`config.mk`:
```
export PLATFORM = sky130hd
export DESIGN_NAME = vector_rotate_sequencer
export DESIGN_NICKNAME = d
export VERILOG_FILES = /design/src/rtl/vector_rotate_sequencer.sv
export SDC_FILE = /design/constraint.sdc
export NUM_CORES = 1
export LEC_CHECK = 0
export ABC_CLOCK_PERIOD_IN_PS = 3300
export BUFFER_PORTS_ARGS = -buffer_cell sky130_fd_sc_hd__buf_2
export CORE_ASPECT_RATIO = 1.75
export CORE_MARGIN = 3
export CORE_UTILIZATION = 53
export DETAILED_ROUTE_END_ITERATION = 16
export GPL_TIMING_DRIVEN = 0
export HOLD_SLACK_MARGIN = 0.08
export PLACE_DENSITY = 0.8
export SLEW_MARGIN = 40
export SYNTH_ARGS = -nofsm -noshare
export SYNTH_HDL_FRONTEND = slang
export SYNTH_SLANG_ARGS = --single-unit
```
`constraint.sdc`:
```
create_clock -name clk -period 3.3 [get_ports clk]
set_clock_uncertainty 0.15 [all_clocks]
set_input_delay 0.66 -clock clk [delete_from_list [all_inputs] [get_ports clk]]
set_output_delay 0.66 -clock clk [all_outputs]
set_load 0.05 [all_outputs]
```
`src/rtl/vector_rotate_sequencer.sv`:
```
`default_nettype none
// ============================================================================
// Module      : vector_rotate_sequencer
// Description : Time-multiplexes one shared 8-bit rotate unit across the
//               lanes of a vector operand, one lane per clock cycle.
//               A command is taken over a valid/ready handshake. The operand,
//               direction and amount are captured so the inputs are free to
//               change afterwards. Each lane result from the rotate unit is
//               registered into the output vector. The assembled vector is
//               then returned over a second valid/ready handshake.
//               A zero rotate amount bypasses the rotate unit entirely.
// Revision    : 1.0 - initial release
// ----------------------------------------------------------------------------
// Ports:
//   clk          in   1          clock, rising edge
//   rst          in   1          asynchronous reset, active-high
//   start_valid  in   1          command valid
//   start_ready  out  1          command ready (IDLE only)
//   dir          in   1          rotate direction, 1 = right, 0 = left
//   amount       in   3          rotate amount 0..7
//   vec_in       in   LANES*8    operand, lane i = bits [8i+7:8i]
//   rot_select   out  1          to rotate unit: direction
//   rot_ent1     out  8          to rotate unit: lane data
//   rot_ent2     out  3          to rotate unit: amount
//   rot_result   in   8          from rotate unit, combinational
//   done_valid   out  1          result vector valid
//   done_ready   in   1          result vector consumed
//   vec_out      out  LANES*8    result vector
//   busy         out  1          high in RUN or DONE
// ============================================================================
module vector_rotate_sequencer #(
    parameter int LANES = 4
) (
    input  logic               clk,
    input  logic               rst,
    input  logic               start_valid,
    output logic               start_ready,
    input  logic               dir,
    input  logic [2:0]         amount,
    input  logic [LANES*8-1:0] vec_in,
    output logic               rot_select,
    output logic [7:0]         rot_ent1,
    output logic [2:0]         rot_ent2,
    input  logic [7:0]         rot_result,
    output logic               done_valid,
    input  logic               done_ready,
    output logic [LANES*8-1:0] vec_out,
    output logic               busy
);

    // Lane counter width; derived from LANES and never overridden.
    localparam int IDX_W = $clog2(LANES);

    // Index of the final lane.
    localparam logic [IDX_W-1:0] c_LAST_LANE = IDX_W'(LANES - 1);

    typedef enum logic [1:0] {
        S_IDLE = 2'd0,
        S_RUN  = 2'd1,
        S_DONE = 2'd2
    } state_t;

    state_t             r_state;
    state_t             w_state_nxt;

    logic [IDX_W-1:0]   r_lane;
    logic [LANES*8-1:0] r_vec;
    logic               r_dir;
    logic [2:0]         r_amt;
    logic [LANES*8-1:0] r_out;

    logic               w_accept;
    logic               w_bypass;
    logic               w_last_lane;
    logic [7:0]         w_lanes [LANES];

    // ------------------------------------------------------------------------
    // Unpack the captured operand into a lane array so that the rotate-unit
    // data mux is a plain array select on the lane counter.
    // ------------------------------------------------------------------------
    generate
        for (genvar g = 0; g < LANES; g++) begin : g_unpack
            assign w_lanes[g] = r_vec[g*8 +: 8];
        end
    endgenerate

    assign w_accept    = start_valid && (r_state == S_IDLE);
    assign w_bypass    = (amount == 3'd0);
    assign w_last_lane = (r_lane == c_LAST_LANE);

    // ------------------------------------------------------------------------
    // State register
    // ------------------------------------------------------------------------
    always_ff @(posedge clk or posedge rst) begin
        if (rst) begin
            r_state <= S_IDLE;
        end else begin
            r_state <= w_state_nxt;
        end
    end

    // ------------------------------------------------------------------------
    // Next-state and output decode
    // ------------------------------------------------------------------------
    always_comb begin
        w_state_nxt = r_state;
        start_ready = 1'b0;
        done_valid  = 1'b0;
        busy        = 1'b0;
        rot_select  = 1'b0;
        rot_ent1    = 8'h00;
        rot_ent2    = 3'd0;

        case (r_state)
            S_IDLE: begin
                start_ready = 1'b1;
                if (w_accept) begin
                    // A zero amount is an identity rotate, so skip the lane walk.
                    w_state_nxt = w_bypass ? S_DONE : S_RUN;
                end
            end

            S_RUN: begin
                busy       = 1'b1;
                rot_select = r_dir;
                rot_ent1   = w_lanes[r_lane];
                rot_ent2   = r_amt;
                if (w_last_lane) begin
                    w_state_nxt = S_DONE;
                end
            end

            S_DONE: begin
                busy       = 1'b1;
                done_valid = 1'b1;
                if (done_ready) begin
                    w_state_nxt = S_IDLE;
                end
            end

            default: begin
                w_state_nxt = S_IDLE;
            end
        endcase
    end

    // ------------------------------------------------------------------------
    // Command capture, lane counter and result assembly.
    // The captured copies decouple the lane walk from the command inputs.
    // r_out is only written on a bypass load or a RUN lane write, so it keeps
    // the previous result through DONE backpressure and the following IDLE.
    // ------------------------------------------------------------------------
    always_ff @(posedge clk or posedge rst) begin
        if (rst) begin
            r_lane <= '0;
            r_vec  <= '0;
            r_dir  <= 1'b0;
            r_amt  <= 3'd0;
            r_out  <= '0;
        end else begin
            case (r_state)
                S_IDLE: begin
                    if (w_accept) begin
                        r_lane <= '0;
                        if (w_bypass) begin
                            r_out <= vec_in;
                        end else begin
                            r_vec <= vec_in;
                            r_dir <= dir;
                            r_amt <= amount;
                        end
                    end
                end

                S_RUN: begin
                    r_out[r_lane*8 +: 8] <= rot_result;
                    // Hold at zero after the last lane rather than wrapping
                    // into an extra lane.
                    if (w_last_lane) begin
                        r_lane <= '0;
                    end else begin
                        r_lane <= r_lane + 1'b1;
                    end
                end

                default: begin
                    r_lane <= r_lane;
                end
            endcase
        end
    end

    assign vec_out = r_out;

endmodule
`default_nettype wire

```
==> impl_metrics.csv <==
group,metric,value,unit
cells_and_area,nFillCells,483,
cells_and_area,multiInputGateArea,1790,um^2
sta,fin_crit_sh,94.1,%
critical_path,path_common_cell,"buf_2",
cts,clk_pin_slew,60,ps
critical_path,cpMaxStageDelayCell,"dfrtp_1",
cells_and_area,final_cells,468,
synth,syn_area_per_cell,13.5,um^2
routing,wl_per_cell,21.0,um
cts,cts_root_buf,"clkbuf_16",
cells_and_area,diodes,0,
placed_design,hpwl,7490,um
cts,clock_latency,340,ps
sta,slew_violations,0,
floorplan,rows,39,
cells_and_area,regArea,1800,um^2
floorplan,die_h,117,um
hold_path,hp-class,"input pin to async pin",
routing,via_count,2783,
cells_and_area,fin_nets,438,
floorplan,die_w,69.5,um
critical_path,critPathLaunchType,"flip-flop",
power_and_ir_drop,p_sw,0.00258,W
cells_and_area,design_area,4630,um^2
placed_design,place_inst,454,
synth,synth_top_flop_cell,"dfrtp_1",
outcome,status,"finished, final reports clean",
routing,first_pass_iters,4,
critical_path,cpPeakStageDelay,380,ps
critical_path,worstPathCellList,"inv_1 -> ha_1 -> buf_2 -> buf_2 -> clkbuf_2 -> and2_1 -> buf_2",
floorplan,start_util,55.9,%
cts,cts.sinks,72,
power_and_ir_drop,clkPwrFrac,16.8,%
floorplan,core,6690,um^2
routing,viasPerCell,5.95,
critical_path,worstPathArrival,2290,ps
global_routing,grt_antenna_before_repair,0,
global_routing,grt_pass1_vias,3060,
critical_path,crit_required,2490,ps
floorplan,dieArea,8130,um^2
placed_design,numPortBuffers,94,
power_and_ir_drop,leakage,2.18,nW
synth,yosys_warnings,0,
synth,synth.distinct_cells,36,
global_routing,grt_max_degree,60,
power_and_ir_drop,switching_share,45.5,%
sta,rsz0062_at_grt,"false",
power_and_ir_drop,intPower,0.00309,W
synth,syn_inst,277,
global_routing,gr-total-overflow,0,
power_and_ir_drop,p_per_area,1230,nW/um^2
sta,worst_pin_slew,675,ps
critical_path,cp_max_fo,19,
global_routing,grt_pass1_wl,15400,um
routing,ant_nets,0,
sta,period_needed,3100,ps
sta,setup_viol,0,
routing,drc_errors,0,
routing,drt_iter0_drc,140,
synth,async_flop_share,100,%
synth,mappedNetlistArea,3730,um^2
critical_path,reg2reg_setup_slack,300,ps
sta,fmax,322,MHz
sta,maxSlewHeadroom,55.0,%
cells_and_area,area_growth,24.0,%
cells_and_area,drive_gt1_share,50.5,%
placed_design,place_area,4340,um^2
cts,htreeDepth,3,
routing,wirelength,9830,um
job,maxCapViolations,0,
floorplan,pin_count,95,
cts,numCtsBuffers,9,
sta,hold_violations,0,
synth,ys_ff_latch,72,
cts,cts_tree,"built",
power_and_ir_drop,peakVddDrop,0.000844,V
critical_path,crit_type,"flip-flop to primary output",
synth,synth-edff-count,0,
global_routing,track_usage,25.5,%
placed_design,gp_congestion,0.956,
synth,synth_fp_nets,333,
power_and_ir_drop,power_frac_seq,27.7,%
cts,clockBufferDepth,2,
power_and_ir_drop,p_comb_share,55.5,%
critical_path,cp-end-kind,"primary output",
cts,postCtsSetupBuffers,0,
synth,yosysSeqAreaShare,48.2,%
[synth_stat cells (3+ instances only)]
master / instances / area share [%]
dfrtp_1: 72 / 48
mux2i_1: 11 / 2.9
nand2_1: 3 / 0.30
a21oi_4: 4 / 1.7
inv_1: 13 / 1.3
a32o_1: 18 / 4.8
a41o_1: 7 / 1.9
buf_2: 5 / 0.67
ha_1: 8 / 2.7
mux4_2: 8 / 4.8
mux2_2: 59 / 18
nor2b_1: 10 / 1.7
a32oi_1: 5 / 1.2
and2_1: 13 / 2.2
clkbuf_1: 14 / 1.4
mux2_4: 3 / 1.2
[state kept, by name, indices dropped and copies added, names as in the netlist]
name	flops
r_lane	2
r_dir	1
r_state	2
vec_out	32
r_amt	3
r_vec	32
[final timing paths]
kind	from	end	cells past startpoint
worst max-delay path	r_state[1]	rot_ent1[1]	7
worst min-delay path	rst	r_vec[12]	2
worst max register to register	r_lane[1]	vec_out[30]	8
worst min register to register	r_dir	r_dir	1
max in group asynchronous	rst	vec_out[6]	3
min in group clk	r_dir	r_dir	1
[layout by cell type, fill, tap and decap left out, drive strengths merged, types with 2 or more instances in the layout]
| cell type | Yosys | final |
|---|---|---|
| a22o | 2 | 2 |
| and2 | 13 | 13 |
| inv | 13 | 13 |
| nand2 | 3 | 3 |
| nand2b | 2 | 2 |
| nor4bb | 2 | 2 |
| dfrtp | 72 | 72 |
| buf | 7 | 102 |
| nor2b | 10 | 10 |
| a32o | 18 | 18 |
| a41o | 7 | 7 |
| mux4 | 8 | 8 |
| a32oi | 5 | 5 |
| clkbuf | 15 | 26 |
| mux2 | 62 | 62 |
| a21oi | 5 | 5 |
| and3b | 2 | 2 |
| mux2i | 11 | 11 |
| ha | 8 | 8 |
[logic make-up after synthesis]
family	count (synthesis)	synth area share, %
buf+inv	35	3.92
simple gates	38	6.80
flops	72	48.2
compound gates	43	11.6
mux	81	26.8
fa+ha+maj	8	2.68
[layer usage]
metal	wire length, um	global-route usage [%]	part of all wire (%)
met2	5270	46.0	54
met3	643	6.32	6.5
met4	479	16.0	4.9
met5	0	0	0
met1	3440	26.4	35
[layout make-up]
cell class	instances	area share, %
buffer	21	2.11
clock buffer	12	5.32
tap	82	2.22
inverter	13	1.16
multi-input combinational	170	38.6
sequential	72	38.9
timing repair buffer	95	10.8
clock inverter	3	0.919
[through the flow]
step | total power, W | setup WS (ps) | utilization, % | hold WS [ps] | TNS (ps)
2_1_floorplan | 0.00399 | 515 | - | 321 | 0
3_3_place_gp | 0.00463 | -113 | 64.4 | 330 | -7850
3_5_place_dp | 0.00472 | -6.72 | 64.9 | 340 | -6.72
4_1_cts | 0.00570 | 12.6 | 69.2 | 83.8 | 0
5_1_grt | 0.00595 | 82.6 | 69.2 | 98.0 | 0
6_report | 0.00567 | 196 | 69.2 | 88.4 | 0
[what timing repair did]
item | in CTS | in global routing
resized for setup | 2 | 2
cloned | 0 | 0
setup endpoints to repair | 10 | 20
hold buffers | 0 | 0
[power by group through the flow]
stage | Sequential [W] | Combinational (W) | Clock [W]
floorplan | 0.00217 | 0.00182 | 0
global route | 0.00162 | 0.00334 | 0.000999
CTS | 0.00157 | 0.00316 | 0.000964
detailed placement | 0.00157 | 0.00314 | 0
finish | 0.00157 | 0.00315 | 0.000952
global placement | 0.00154 | 0.00309 | 0
[worst max-delay path: cells and delay by family, from the launching register on]
kind                     cells  cell delay, ps
adder cells (fa/ha/maj)      1             150
AND/OR/NAND/NOR              1             190
buffers and inverters        5            1220
flip-flops                   1             380
No activity file was read; power rests on OpenSTA's default activity.
